$ cat src/rtl/fp_div_arbiter.sv
// fp_div_arbiter: round-robin issue of NUM_REQ requesters onto one pipelined divider,
// with a tag pipeline that routes each quotient back to the requester that issued it.
module fp_div_arbiter #(
   parameter int NUM_REQ = 4,
   parameter int PRECISION = 32,
   parameter int DIV_LATENCY = 5,
   parameter int MAX_OUTSTANDING = 3,
   localparam int IW = $clog2(NUM_REQ)
) (
   input  logic                         i_clk,
   input  logic                         i_reset,
   input  logic [NUM_REQ-1:0]           i_req_valid,
   output logic [NUM_REQ-1:0]           o_req_ready,
   input  logic [NUM_REQ*PRECISION-1:0] i_req_a,
   input  logic [NUM_REQ*PRECISION-1:0] i_req_b,
   output logic [PRECISION-1:0]         o_div_a_operand,
   output logic [PRECISION-1:0]         o_div_b_operand,
   output logic                         o_div_reset_n,
   input  logic [PRECISION-1:0]         i_div_result,
   output logic [NUM_REQ-1:0]           o_rsp_valid,
   output logic [PRECISION-1:0]         o_rsp_data,
   output logic [IW-1:0]                o_rsp_id,
   output logic                         o_idle
);
   logic [IW-1:0]                  r_ptr;
   logic [NUM_REQ-1:0][2:0]        r_cnt;
   logic [DIV_LATENCY-1:0]         r_tag_v;
   logic [DIV_LATENCY-1:0][IW-1:0] r_tag_id;
   logic [NUM_REQ-1:0]             w_elig;
   logic                           w_gnt_any;
   logic [IW-1:0]                  w_gnt_id;
   for (genvar i = 0; i < NUM_REQ; i++) begin : g_elig
      assign w_elig[i] = ~i_reset & i_req_valid[i] & (r_cnt[i] < 3'(MAX_OUTSTANDING));
   end
   // Scan downward so the last hit is the first eligible requester at or above r_ptr.
   always_comb begin
      logic [IW:0] idx;
      w_gnt_any = 1'b0;
      w_gnt_id = '0;
      idx = '0;
      for (int k = NUM_REQ - 1; k >= 0; k--) begin
         idx = {1'b0, r_ptr} + (IW+1)'(k);
         if (idx >= (IW+1)'(NUM_REQ)) idx = idx - (IW+1)'(NUM_REQ);
         if (w_elig[idx[IW-1:0]]) begin
            w_gnt_any = 1'b1;
            w_gnt_id = idx[IW-1:0];
         end
      end
   end
   assign o_req_ready = w_gnt_any ? NUM_REQ'(1) << w_gnt_id : '0;
   assign o_div_a_operand = w_gnt_any ? i_req_a[w_gnt_id*PRECISION +: PRECISION] : '0;
   assign o_div_b_operand = w_gnt_any ? i_req_b[w_gnt_id*PRECISION +: PRECISION] : '0;
   assign o_div_reset_n = ~i_reset;
   assign o_idle = ~|r_tag_v & ~|o_rsp_valid & ~|r_cnt;
   always_ff @(posedge i_clk or posedge i_reset) begin
      if (i_reset) begin
         r_ptr <= '0;
         r_cnt <= '0;
         r_tag_v <= '0;
         r_tag_id <= '0;
         o_rsp_valid <= '0;
         o_rsp_data <= '0;
         o_rsp_id <= '0;
      end else begin
         if (w_gnt_any) r_ptr <= (w_gnt_id == IW'(NUM_REQ - 1)) ? '0 : w_gnt_id + 1'b1;
         r_tag_v[0] <= w_gnt_any;
         r_tag_id[0] <= w_gnt_id;
         for (int s = 1; s < DIV_LATENCY; s++) begin
            r_tag_v[s] <= r_tag_v[s-1];
            r_tag_id[s] <= r_tag_id[s-1];
         end
         o_rsp_valid <= r_tag_v[DIV_LATENCY-1] ? NUM_REQ'(1) << r_tag_id[DIV_LATENCY-1] : '0;
         if (r_tag_v[DIV_LATENCY-1]) begin
            o_rsp_data <= i_div_result;
            o_rsp_id <= r_tag_id[DIV_LATENCY-1];
         end
         // Credit returns while the response is on the output, so a full requester waits one extra cycle.
         for (int i = 0; i < NUM_REQ; i++)
            r_cnt[i] <= r_cnt[i] + 3'(o_req_ready[i]) - 3'(o_rsp_valid[i]);
      end
   end
endmodule

$ cat config.mk
export PLATFORM = sky130hd
export DESIGN_NAME = fp_div_arbiter
export DESIGN_NICKNAME = d
export VERILOG_FILES = /design/src/rtl/fp_div_arbiter.sv
export SDC_FILE = /design/constraint.sdc
export NUM_CORES = 1
export LEC_CHECK = 0
export ABC_CLOCK_PERIOD_IN_PS = 14220
export BUFFER_PORTS_ARGS = -buffer_cell sky130_fd_sc_hd__buf_2
export CAP_MARGIN = 5
export CORE_AREA = 2 2 158 160
export CTS_CLUSTER_DIAMETER = 60
export DETAILED_ROUTE_END_ITERATION = 8
export DIE_AREA = 0 0 160 162
export PLACE_DENSITY = 0.5
export RECOVER_POWER = 50
export SYNTH_ARGS = -nofsm -noshare
export SYNTH_HDL_FRONTEND = slang
export SYNTH_SLANG_ARGS = --single-unit
$ cat constraint.sdc
create_clock -name i_clk -period 14.22 [get_ports i_clk]
set_input_delay 2.844 -clock i_clk [delete_from_list [all_inputs] [get_ports i_clk]]
set_output_delay 2.844 -clock i_clk [all_outputs]
set_load 0.02 [all_outputs]
# Word-level counts from Yosys, hierarchy flattened

Cells that the tools add are included.

Register bits after elaboration: 67
Latch bits: 0
Bits in writable memories: 0
Memory bits (read-only): 0
Output and inout port bits: 108
Word-level logic and storage cells: 89
Memories: 0

$add $sub $neg: 16
$mul: 0
Divide/modulo/power cells: 0
Magnitude comparators: 12
Eq/ne operators: 1
Shifts and indexed selects: 4
Multiplexer cells: 25
Bitwise operators: 11
Reduce and logical (&&, ||, !) cells: 6

Operators with widths:

| operator                                                              | number |
|---|---|
| 128-bit by 8-bit indexed part select with 32-bit output               | 2 |
| 32-bit 2-to-1 mux                                                     | 2 |
| 2-bit 2-to-1 mux                                                      | 9 |
| 3-bit by 1-bit adder with 3-bit output                                | 4 |
| 2-bit by 3-bit < comparator with 1-bit output, second input constant  | 4 |
| 3-bit by 2-bit < comparator with 1-bit output, second input constant  | 4 |
| 12-bit OR reduction                                                   | 1 |
| 3-bit by 1-bit subtractor with 3-bit output                           | 4 |
| 1-bit AND                                                             | 10 |
| 3-bit >= comparator, second input constant                            | 3 |
| 1-bit binary-select mux with 2-bit select                             | 4 |
| 1-bit 2-to-1 mux                                                      | 8 |
| 4-bit 2-to-1 mux                                                      | 2 |
| 1-bit by 2-bit << shifter with 4-bit output, first input constant     | 2 |
| 2-bit by 1-bit subtractor with 2-bit output, second input constant    | 4 |
| 2-bit by 2-bit adder with 3-bit output, second input constant         | 2 |
| 5-bit OR reduction                                                    | 1 |
| 4-bit OR reduction                                                    | 1 |
| 2-bit by 1-bit adder with 3-bit output, second input constant         | 1 |
| 2-bit by 3-bit >= comparator with 1-bit output, second input constant | 1 |
| 1-bit logical NOT                                                     | 3 |
| 2-bit by 1-bit adder with 2-bit output, second input constant         | 1 |
| 2-bit == test, second input constant                                  | 1 |
| 1-bit inverter                                                        | 1 |

# Logic depth before layout (Yosys ltp)

Gate-level depths: netlist of the first run.

Word-level depth: 13
Mapped depth: 16
Gate-level depth less buffers: 14

# Worst setup path after synthesis of the first run

Ideal clock, no wire load.

Path kind: in2out
Start: input port i_reset
End: output port o_req_ready[0]
Data arrival time: 6.230 ns
Slack: 5.146 ns
Cell stages on the path: 9
Buffers on the path: 2
Cell sequence: inv_1 nand4_1 a21boi_0 nor2_1 a311o_1 clkbuf_1 buf_2 inv_1 nor3_1

Longest elaborated chain between the ends: 11
Elaborated cells between the ends (all ways): 27

RTL lines:

| element                                         | line | source |
|---|---|---|
| start: declaration                              | 11   | `input logic i_reset,` |
| 1-bit inverter (*)                              | 33   | `assign w_elig[i] = ~i_reset & i_req_valid[i] & (r_cnt[i] < 3'(MAX_OUTSTANDING));` |
| 1-bit AND (2 in a row)                          | 33   |  |
| 1-bit binary-select mux with 2-bit select       | 44   | `if (w_elig[idx[IW-1:0]]) begin` |
| 1-bit 2-to-1 mux (not written as such)          | 44   |  |
| 2-bit 2-to-1 mux (3 in a row)                   | 44   |  |
| 2-bit 2-to-1 mux (*)                            | 44   |  |
| named net w_gnt_id[1]                           | 31   | `logic [IW-1:0] w_gnt_id;` |
| 1-bit by 2-bit << shifter with 4-bit output (*) | 50   | `assign o_req_ready = w_gnt_any ? NUM_REQ'(1) << w_gnt_id : '0;` |
| 4-bit 2-to-1 mux (*)                            | 50   |  |
| end: declaration                                | 13   | `output logic [NUM_REQ-1:0] o_req_ready,` |

Mark *: on every way through the listed nets, which the timed path passes. The rest lies on a longest branch. The select of a mux whose other input is x is not followed.

# Worst setup path in the final report of the first run

Start: input port i_reset
End: output port o_div_b_operand[30]

Longest elaborated chain between the ends: 11
Elaborated cells between the ends (all ways): 27

RTL lines:

| element                                                 | line | source |
|---|---|---|
| 1-bit inverter (*)                                      | 33   |  |
| 1-bit AND (2 in a row)                                  | 33   |  |
| 1-bit binary-select mux with 2-bit select               | 44   |  |
| 1-bit 2-to-1 mux (not written as such)                  | 44   |  |
| 2-bit 2-to-1 mux (4 in a row)                           | 44   |  |
| 128-bit by 8-bit indexed part select with 32-bit output | 52   | `assign o_div_b_operand = w_gnt_any ? i_req_b[w_gnt_id*PRECISION +: PRECISION] : '0;` |
| 32-bit 2-to-1 mux (*)                                   | 52   |  |
| end: declaration                                        | 17   | `output logic [PRECISION-1:0] o_div_b_operand,` |

Every way passes the cells marked *; elsewhere a longest branch is shown, timed or not. The select of a mux whose other input is x is not followed.

==> results of run 1 <==
-- layout by cell type, fill, tap and decap left out, drive strengths merged, types with 2 or more instances in the layout --
| master | n |
|---|---|
| a211oi | 2 |
| o21ai | 3 |
| o22ai | 64 |
| nand2 | 8 |
| nor4 | 4 |
| nor2 | 5 |
| or3b | 2 |
| diode | 3 |
| mux2i | 128 |
| buf | 402 |
| inv | 32 |
| clkinvlp | 2 |
| fa | 4 |
| nand4 | 2 |
| and2 | 2 |
| nor3b | 2 |
| xor2 | 4 |
| nor2b | 2 |
| dfrtp | 67 |
| ha | 16 |
| nor3 | 3 |
| clkbuf | 15 |
| a21oi | 2 |
| mux2 | 34 |
| clkinv | 3 |
-- kinds of logic (layout without fill, tap and decap cells) --
logic type / after synthesis / after routing / synth area share, %
and+or+nand+nor: 33 / 33 / 3.99
muxes: 162 / 162 / 35.6
xor gates and xnor gates: 4 / 4 / 0.750
DFF: 67 / 67 / 35.9
buffers and inverters: 63 / 455 / 6.99
other: 0 / 3 / 0
adders and majority gates: 20 / 20 / 6.00
AOI/OAI and AO/OA: 77 / 77 / 10.8
-- flip-flops by register name, indices dropped and copies added, names as in the netlist --
name and flops:
o_rsp_data 32, r_cnt 12, r_tag_id 10, r_tag_v 5, o_rsp_valid 4, o_rsp_id 2
r_ptr 2
-- synthesized netlist by cell type (8+ instances only) --
| cell type | instances |
|---|---|
| mux2i_1 | 128 |
| dfrtp_1 | 67 |
| o22ai_1 | 64 |
| mux2_2 | 34 |
| inv_1 | 30 |
| ha_1 | 16 |
| clkbuf_1 | 12 |
| buf_6 | 10 |
| buf_2 | 9 |
| nand2_1 | 8 |
-- routing by layer --
metal	wire [µm]	vias to the layer above
met2	10200	227
met4	248	4
met3	1570	18
met1	8480	2218
met5	21	-
li1	-	2365
-- final cells by class --
type | count | area, µm² | area share, %
multi-input cells | 296 | 2690 | 37.1
repair buffers | 408 | 2050 | 28.3
flip-flops and latches | 67 | 1680 | 23.1
well taps | 324 | 405 | 5.59
clock buffers | 9 | 225 | 3.11
inverters | 31 | 116 | 1.61
clock inverters | 7 | 76.3 | 1.05
diodes | 3 | 7.51 | 0.104
-- worst max-delay path, stage by stage --
cell,delay [ns]
clkbuf_1,0.18
clkinv_1,0.09
buf_4,0.39
nand4_1,0.38
a22oi_1,0.16
o211ai_4,0.19
buf_4,0.84
mux2i_1,0.50
o22ai_1,0.11
buf_2,0.21
-- report_power, final --
part	internal (mW)	switching, mW
registers	0.283	0.0530
clock network	0.137	0.0829
logic	0.337	0.495
total	0.756	0.631
-- stage by stage --
stage | hold slack, ns | cells | setup WS [ns] | power, mW
after floorplan | 0.331 | 426 | 5.15 | 0.912
after global placement | 0.332 | 1126 | 5.35 | 1.18
after detailed placement | 0.335 | 1126 | 5.27 | 1.18
after CTS | 0.346 | 1142 | 5.27 | 1.41
after global routing | 0.349 | 1144 | 4.97 | 1.48
final | 0.341 | 1145 | 5.39 | 1.39
-- worst paths after layout --
check	end	slack (ns)	depth (start not counted)
worst min-delay path	r_tag_id[9]	0.34	0
worst min register to register	r_tag_id[9]	0.34	0
worst max register to register	r_cnt[7]	10.77	9
min in group asynchronous	r_cnt[11]	2.82	3
max in group asynchronous	o_rsp_data[17]	10.84	3
worst max-delay path	o_div_b_operand[30]	5.39	10
==> key figures, run 1 <==
Run status
  • Status: complete, but fails checks
  • Violated checks: capacitance limit, slew limit

Placed design
  • DP Wirelength: approximately 17000 µm
  • Placed instance area: 6950 µm²
  • RD Place Congestion: between 0.7 and 0.8
  • # port buffers: approximately 400

Worst setup path
  • CP startpoint: i_reset
  • Crit. End Element: output pin
  • CP required: between 10 and 15 ns
  • Worst EP arrival: between 5 and 6 ns
  • Reg2reg start: r_cnt[8]
  • CP max FO: 69
  • Crit Path Category: in2out
  • Worst Setup Start Kind: input port

Global route
  • GRT Total Usage: between 10 and 15%
  • Grt met1 use: between 15 and 20%
  • GR Util met3: 3.50%
  • First-pass GRT wire length: 29200 µm
  • Vias in the first global route: 4745
  • GRT busiest layer: met2
  • Grt ovf: 0
  • Largest net degree at the start of global routing: 70
  • GRT met2 Usage: roughly 25%
  • Initial antenna violation count: 7

CTS
  • Clock net sink count: 67
  • Post-CTS setup buffers: 0
  • Root Buffer: clkbuf_16
  • Cts bufs inserted: 9
  • H-tree depth: 3
  • Clk slew on worst S/H paths: about 0.060 ns
  • Clock latency on the worst-skew pair: between 0.3 and 0.4 ns
  • Post-CTS resize count: 0
  • CTS Hold Bufs: 0
  • Clock buffer depth: 2
  • TritonCTS clock tree: yes

Yosys
  • Unique masters post-synth: 37
  • Area contributors post-synth: dfrtp_1, mux2i_1, o22ai_1, mux2_2, ha_1
  • Main synth FF type: dfrtp_1
  • Warnings from Yosys: 0
  • Sequential element share of the synthesized area: between 30% and 40%
  • Async set-reset flop share out of synthesis: 100%
  • Mapped Area: approximately 4700 µm²
  • Syn Inst Count: between 400 and 500
  • Syn Area/Cell: 11.0 µm²
  • Syn nets: 740
  • EDFF count, synth: 0
  • Synth area leader: dfrtp_1
  • Post-synth top area share: ~36%
  • Register bit total from synthesis: 67

Floorplan
  • Area of the core: about 24000 µm²
  • Starting Density: around a fifth
  • Num rows: 57
  • Ports: roughly 400
  • Die area: 25900 µm²
  • Chip width: about 160 µm
  • Die Y-Extent: ~160 µm

Pwr
  • VDD IR max: roughly 0.083 mV
  • Static Leak: approximately 4.4 nW
  • Pwr Density: about 190 nW/µm²

Cells and area
  • Layout fillers: around 2600
  • Layout cells sized above 1: between 50% and 60%
  • Final Net Count: between 1000 and 1500
  • Layout area overhead: 55.1%
  • Final core occ: a little under a third
  • Final instance area: 7250 µm²

Hold path
  • Hold crit path type: reg2reg
  • Min-delay src: r_tag_id[7]

Detailed routing
  • Drt drc: 0
  • Vias per cell: around 4.2
  • Wire per inst: 18.0 µm
  • Final ANT Viol Nets: 0
  • TritonRoute pass-1 iters: 4
  • Initial DRC count: approximately 200
  • Via total after detailed routing: slightly below 5000
  • WL final: between 20000 and 25000 µm

Timing
  • Max-slew violations: 40
  • Final Cycle Share: between 60% and 70%
  • RSZ-0062 raised after global routing: false
  • Setup TNS: 0 ns
  • Hold Fails Final Rpt: 0
  • F_max: 113 MHz
  • Final clock skew: 0.00762 ns
  • Minimum clock period: a little under 9 ns
  • Max_slew headroom: -29.7%
  • Slew of the pin with the lowest slew margin: approximately 1.9 ns
  • Final Setup Violations: 0

Flow run
  • Max-cap viol count: 1
Power figures use the tool's default switching activity.
==> inputs of run 2 (changes only) <==
- ABC_CLOCK_PERIOD_IN_PS: 14220 -> 8500
- CORE_AREA: 2 2 158 160 -> 2 2 155 157
- DIE_AREA: 0 0 160 162 -> 0 0 157 159
- PLACE_DENSITY: 0.5 -> 0.52
- clock period: 14.22 -> 8.5 ns (I/O delays scaled with it)
==> run 2 against run 1 <==
Final cell count decreased by 0.17%; first-iteration DRC count up 42%; global-route usage increased by 1.6 points; routed wire length increased by 5.3%; critical path depth down 6; largest cell class unchanged; sequential power up 67%; clock power grew 66%; the run still ends with capacitance limit, slew limit left.
==> key figures, run 2 (synthesis gave the netlist of run 1 again) <==
Placed design
  • Cells after DPL: 1121 (-0.44%)
  • RD Place Congestion: 0.991 (+25%)
  • DP Wirelength: 18300 µm (+6.6%)
  • # port buffers: 401 (unchanged)

Cells and area
  • Layout fillers: 2469 (-6.4%)
  • Sequential cell area: 1680 µm² (unchanged)
  • Final core occ: 31.2% (+1.2 points)
  • Most common cell after layout, fill and taps aside: buf_2
  • Post-route insts no fill: 1143 (-0.17%)
  • Multi-input logic area: 2690 µm² (unchanged)
  • Top Registers: o_rsp_data (32), r_cnt (12), r_tag_id (10)
  • Layout area overhead: 55.0% (about the same)
  • Largest Register: o_rsp_data
  • Final Net Count: 1127 (unchanged)
  • Largest register FFs: 32 (unchanged)
  • Layout cells sized above 1: 55.6% (-0.42 points)
  • Commonest cells after routing, fill and taps aside: buf_2, mux2i_1, dfrtp_1

Global route
  • Largest net degree at the start of global routing: 69 (-1.4%)
  • Grt met1 use: 20.1% (+0.73 points)
  • Vias in the first global route: 4898 (+3.2%)
  • GR Util met3: 5.04% (+1.5 points)
  • Grt ovf: 0 (unchanged)
  • GRT busiest layer: met2
  • First-pass GRT wire length: 30500 µm (+4.2%)
  • GRT Total Usage: 16.5% (+1.6 points)
  • Initial antenna violation count: 15 (+8)
  • GRT met2 Usage: 27.2% (+2.2 points)

Floorplan
  • Starting Density: 20.1% (+0.76 points)
  • Chip width: 157 µm (-1.9%)
  • Ports: 402 (unchanged)
  • Area of the core: 23200 µm² (-3.8%)
  • Die area: 25000 µm² (-3.7%)
  • Die Y-Extent: 159 µm (-1.9%)
  • Num rows: 56 (-1.8%)

Pwr
  • Pwr Density: 319 nW/µm² (+67%)
  • Sw Share: 44.9% (-0.53 points)
  • VDD IR max: 0.161 mV (+94%)
  • Tot Pwr: 2.31 mW (+67%)
  • Static Leak: 4.37 nW (about the same)
  • Cell internal pwr: 1.27 mW (+68%)
  • Sequential share of power: 24.2% (about the same)
  • Sw power: 1.04 mW (+65%)
  • Clk pwr share: 15.8% (about the same)
  • Comb pwr share: 60.0% (about the same)

Worst setup path
  • Crit. End Element: output pin
  • Crit Path Category: in2out
  • CP max FO: 68 (-1.4%)
  • CP required: 6.80 ns (-4.58 ns)
  • Worst EP arrival: 4.93 ns (-1.06 ns)
  • Worst Setup Start Kind: input port

CTS
  • Post-CTS resize count: 0 (unchanged)
  • Clock net sink count: 67 (unchanged)
  • Cts bufs inserted: 9 (unchanged)
  • H-tree depth: 3 (unchanged)
  • Root Buffer: clkbuf_16
  • CTS Hold Bufs: 0 (unchanged)
  • Post-CTS setup buffers: 0 (unchanged)
  • TritonCTS clock tree: yes
  • Clk slew on worst S/H paths: 0.05 ns (about the same)
  • Clock buffer depth: 2 (unchanged)
  • Clock latency on the worst-skew pair: 0.32 ns (about the same)

Detailed routing
  • Wire per inst: 18.9 µm (+5.5%)
  • TritonRoute pass-1 iters: 4 (unchanged)
  • Initial DRC count: 277 (+42%)
  • Vias per cell: 4.37 (+3.6%)
  • Final ANT Viol Nets: 0 (unchanged)
  • Via total after detailed routing: 4999 (+3.5%)
  • Drt drc: 0 (unchanged)
  • WL final: 21700 µm (+5.3%)

Timing
  • RSZ-0062 raised after global routing: false
  • Setup TNS: 0 ns (unchanged)
  • Final clock skew: 0.00444 ns (-0.00318 ns)
  • Hold Fails Final Rpt: 0 (unchanged)
  • Final Cycle Share: 78.0%
  • Max_slew headroom: -139% (-110 points)
  • Max-slew violations: 108 (+170%)
  • Minimum clock period: ~6.6 ns
  • F_max: around 150 MHz
  • Final Setup Violations: 0 (unchanged)
  • Hold_ws: 0.345 ns (+0.00381 ns)
  • Slew of the pin with the lowest slew margin: 3.59 ns (+1.65 ns)

Run status
  • Status: complete, but fails checks
  • Violated checks: capacitance limit, slew limit

Flow run
  • Max-cap viol count: 2 (+1)

Hold path
  • Hold crit path type: reg2reg
-- run 2: changes by cell type in the layout (fill, tap and decap cells not counted) --
cell / before / now
clkinv_4: 1 / 0
inv_6: 2 / 0
clkbuf_1: 6 / 9
buf_4: 6 / 5
clkbuf_8: 0 / 2
diode_2: 3 / 7
clkinvlp_4: 2 / 0
-- run 2: path summary, 6_finish.rpt --
check,start,end,slack [ns],cells after the start
worst min register to register,r_tag_id[5],r_tag_id[7],0.34,0
worst max register to register,r_cnt[4],r_cnt[10],5.09,13
min in group asynchronous,i_reset,o_rsp_data[0],2.81,3
worst max-delay path,i_reset,o_div_reset_n,1.87,4
worst min-delay path,r_tag_id[5],r_tag_id[7],0.34,0
max in group asynchronous,i_reset,o_rsp_data[15],3.67,3
-- run 2: area by class of cell --
cell class	count	area share, %
clock inverters	2	0.484
repair buffers	408	28.2
well taps	319	5.51
multi-input cells	296	37.2
inverters	31	1.61
flip-flops and latches	67	23.1
diodes	7	0.242
clock buffers	13	3.59
-- run 2: through the flow --
step	area, µm²	worst slack (ns)
4_1_cts	7240	2.48
5_1_grt	7230	1.16
6_report	7240	1.87
3_5_place_dp	6940	2.48
2_1_floorplan	4670	1.71
3_3_place_gp	6940	2.51
-- run 2: metal layers --
layer / up-vias / part of all wire, %
li1: 2371 / -
met1: 2324 / 39
met2: 260 / 48
met3: 36 / 10
met4: 8 / 2.3
met5: - / 0.23
-- run 2: power by group through the flow --
| stage | clock network, mW | registers (mW) | logic [mW] |
|---|---|---|---|
| after CTS | 0.377 | 0.562 | 1.40 |
| after global placement | 0 | 0.560 | 1.39 |
| final | 0.365 | 0.560 | 1.39 |
| after detailed placement | 0 | 0.567 | 1.40 |
| after global routing | 0.392 | 0.582 | 1.51 |
| after floorplan | 0 | 0.660 | 0.865 |
-- run 2: worst max-delay path, cell delays in order --
cell and delay [ns]:
clkbuf_1 0.11, clkinv_1 0.07, clkbuf_1 2.52, buf_2 0.52
==> inputs of run 3 (changes only) <==
- ABC_AREA: default -> 1
- ABC_CLOCK_PERIOD_IN_PS: 8500 -> 5600
- CORE_AREA: 2 2 155 157 -> 2 2 157 159
- DIE_AREA: 0 0 157 159 -> 0 0 159 161
- PLACE_DENSITY: 0.52 -> 0.59
- clock period: 8.5 -> 5.6 ns (I/O delays scaled with it)
==> run 3 against run 2 <==
The flow still finishes with violations (capacitance limit, slew limit); final cell count is 43% higher; register-to-register slack worse by 2.7 ns; critical endpoint is now o_div_b_operand[3]; critical path type unchanged; non-clock buffer count is 8 higher; worst hold slack hardly changed; synthesized cell count is 120% higher.
==> key figures, run 3 <==
Yosys
  • Synth area leader: dfrtp_1
  • Main synth FF type: dfrtp_1
  • Async set-reset flop share out of synthesis: 100% (unchanged)
  • Count leader, synth: inv_1
  • Sequential element share of the synthesized area: 27.5% (-8.4 points)
  • Register bit total from synthesis: 67 (unchanged)
  • Post-synth top area share: 27.5% (-8.4 points)
  • Synth top cells by count: inv_1, nand3_1, nand2_1
  • Warnings from Yosys: 0 (unchanged)
  • Syn nets: 1251 (+69%)
  • Unique masters post-synth: 27 (-27%)
  • Syn Area/Cell: 6.51 µm² (-41%)
  • Mapped Area: 6100 µm² (+31%)
  • EDFF count, synth: 0 (unchanged)
  • Syn Inst Count: 937 (+120%)
  • Area contributors post-synth: dfrtp_1, nand3_1, inv_1, nand2_1, nand3b_1

Placed design
  • RD Place Congestion: 0.929 (-6.3%)
  • Worst slack, placed: 0.950 ns (-1.53 ns)
  • DP Wirelength: 19300 µm (+5.9%)
  • Cells after DPL: 1610 (+44%)
  • # port buffers: 401 (unchanged)

Timing
  • Hold Fails Final Rpt: 0 (unchanged)
  • Max-slew violations: 38 (-65%)
  • Minimum clock period: 4.91 ns
  • Setup TNS: 0 ns (unchanged)
  • Slew of the pin with the lowest slew margin: 1.88 ns (-1.71 ns)
  • Final Setup Violations: 0 (unchanged)
  • Final Cycle Share: about 90%
  • Worst setup margin: 0.688 ns (-1.18 ns)
  • RSZ-0062 raised after global routing: false
  • Max_slew headroom: -25.6% (+110 points)
  • F_max: a little over 200 MHz
  • Final clock skew: 0.00360 ns (-0.000848 ns)

Floorplan
  • Area of the core: 24000 µm² (+3.3%)
  • Num rows: 57 (+1.8%)
  • Chip width: 159 µm (+1.3%)
  • Die area: 25600 µm² (+2.5%)
  • Starting Density: 25.5% (+5.3 points)
  • Die Y-Extent: 161 µm (+1.3%)
  • Ports: 402 (unchanged)

Detailed routing
  • WL final: 24700 µm (+14%)
  • Final ANT Viol Nets: 0 (unchanged)
  • TritonRoute pass-1 iters: 5 (+1)
  • Initial DRC count: 398 (+44%)
  • Drt drc: 0 (unchanged)
  • Wire per inst: 15.2 µm (-20%)
  • Vias per cell: 4.52 (+3.4%)
  • Via total after detailed routing: 7366 (+47%)

Cells and area
  • Sequential cell area: 1680 µm² (unchanged)
  • Top Registers: o_rsp_data (32), r_cnt (12), r_tag_id (10)
  • Multi-input logic area: 3290 µm² (+22%)
  • Largest register FFs: 32 (unchanged)
  • Final Net Count: 1611 (+43%)
  • Layout area overhead: 42.9%
  • Most common cell after layout, fill and taps aside: buf_2
  • Layout cells sized above 1: 35.7% (-20 points)
  • Layout fillers: 2689 (+8.9%)
  • Post-route insts no fill: 1629 (+43%)
  • Largest Register: o_rsp_data
  • Commonest cells after routing, fill and taps aside: buf_2, inv_1, nand3_1

Global route
  • GRT Total Usage: 18.3% (+1.8 points)
  • Largest net degree at the start of global routing: 129 (+87%)
  • Initial antenna violation count: 9 (-6)
  • Vias in the first global route: 7027 (+43%)
  • Grt ovf: 0 (unchanged)
  • First-pass GRT wire length: 37700 µm (+24%)

CTS
  • Post-CTS resize count: 0 (unchanged)
  • H-tree depth: 3 (unchanged)
  • Clock latency on the worst-skew pair: 0.32 ns (about the same)
  • Clock net sink count: 67 (unchanged)
  • CTS Hold Bufs: 0 (unchanged)
  • Clk slew on worst S/H paths: 0.05 ns (about the same)
  • Clock buffer depth: 2 (unchanged)
  • Root Buffer: clkbuf_16
  • Cts bufs inserted: 9 (unchanged)
  • Post-CTS setup buffers: 0 (unchanged)
  • TritonCTS clock tree: yes

Run status
  • Status: complete, but fails checks
  • Violated checks: capacitance limit, slew limit

Worst setup path
  • Internal reg-to-reg setup slack: 2.43 ns (-2.66 ns)
  • CP max FO: 70 (+2.9%)
  • Worst Setup Start Kind: input port
  • CP required: 4.48 ns (-2.32 ns)
  • Crit. End Element: output pin
  • Worst EP arrival: 3.79 ns (-1.14 ns)
  • Crit Path Category: in2out

Flow run
  • Max-cap viol count: 1 (-1)

Hold path
  • Hold crit path type: reg2reg
## run 3: cell count changes after synthesis, sizes merged, moves of 3 or more
cell | previous run | this run
mux2i | 128 | 0
o21ai | 3 | 6
nor2 | 5 | 8
nand2 | 8 | 159
inv | 31 | 228
buf | 20 | 50
nand3b | 0 | 64
nand3 | 0 | 203
clkbuf | 12 | 17
a21oi | 2 | 64
o22ai | 64 | 0
## run 3: metal layers
| metal | vias to the layer above | share of wire [%] | GRT usage [%] |
|---|---|---|---|
| li1 | 3657 | - | - |
| met1 | 3301 | 40 | 22.3 |
| met2 | 356 | 50 | 32.0 |
| met3 | 44 | 7.1 | 3.39 |
| met4 | 8 | 2.9 | 7.27 |
| met5 | - | 0.22 | 0 |
## run 3: critical path: stages
cell and delay (ns):
buf_2 0.10, inv_1 0.42, nand2_1 0.14, o21ai_1 0.24, nand3_1 0.20, nand2_1 0.17
inv_1 0.10, nand2_1 0.11, nand2_4 0.17, buf_12 0.25, nand3_1 0.11, nand3_1 0.09
a21oi_1 0.30, buf_2 0.23
## run 3: cells by family (layout without fill, tap and decap cells)
logic type,count (synthesis),after routing,share of synthesized area (%)
AO/OA/AOI/OAI,73,73,6.11
flip-flops,67,67,27.5
buffers and inverters,296,659,19.4
XOR/XNOR,5,5,0.718
multiplexers,32,32,5.91
adder cells (fa/ha/maj),20,20,4.59
AND/OR/NAND/NOR,444,444,35.8
other,0,5,0
## run 3: layout make-up
cell class                      count  area share, %
Multi-Input combinational cell    574           37.7
Inverter                          229           9.86
Tap cell                          324           4.65
Clock inverter                      2          0.689
Timing Repair Buffer              416           24.7
Antenna cell                        5          0.144
Clock buffer                       12           2.94
Sequential cell                    67           19.2
## run 3: path summary, 6_finish.rpt
kind	from	to	cells after the start
worst max-delay path	i_reset	o_div_b_operand[3]	14
worst min-delay path	r_tag_id[6]	r_tag_id[8]	0
worst max register to register	r_cnt[4]	r_cnt[11]	19
worst min register to register	r_tag_id[6]	r_tag_id[8]	0
min in group asynchronous	i_reset	r_tag_id[1]	2
max in group asynchronous	i_reset	o_rsp_data[23]	3
## run 3: stage by stage
step	hold WS, ns	instance area (µm²)	utilization [%]
after global placement	0.331	8400	35.1
after detailed placement	0.335	8400	35.1
after CTS	0.347	8720	36.4
after floorplan	0.331	6100	-
after global routing	0.350	8720	36.4
final	0.345	8720	36.4
Power of run 3 is not shown: default switching activity piles up to over one toggle a cycle in this logic, so the estimate is an artifact.
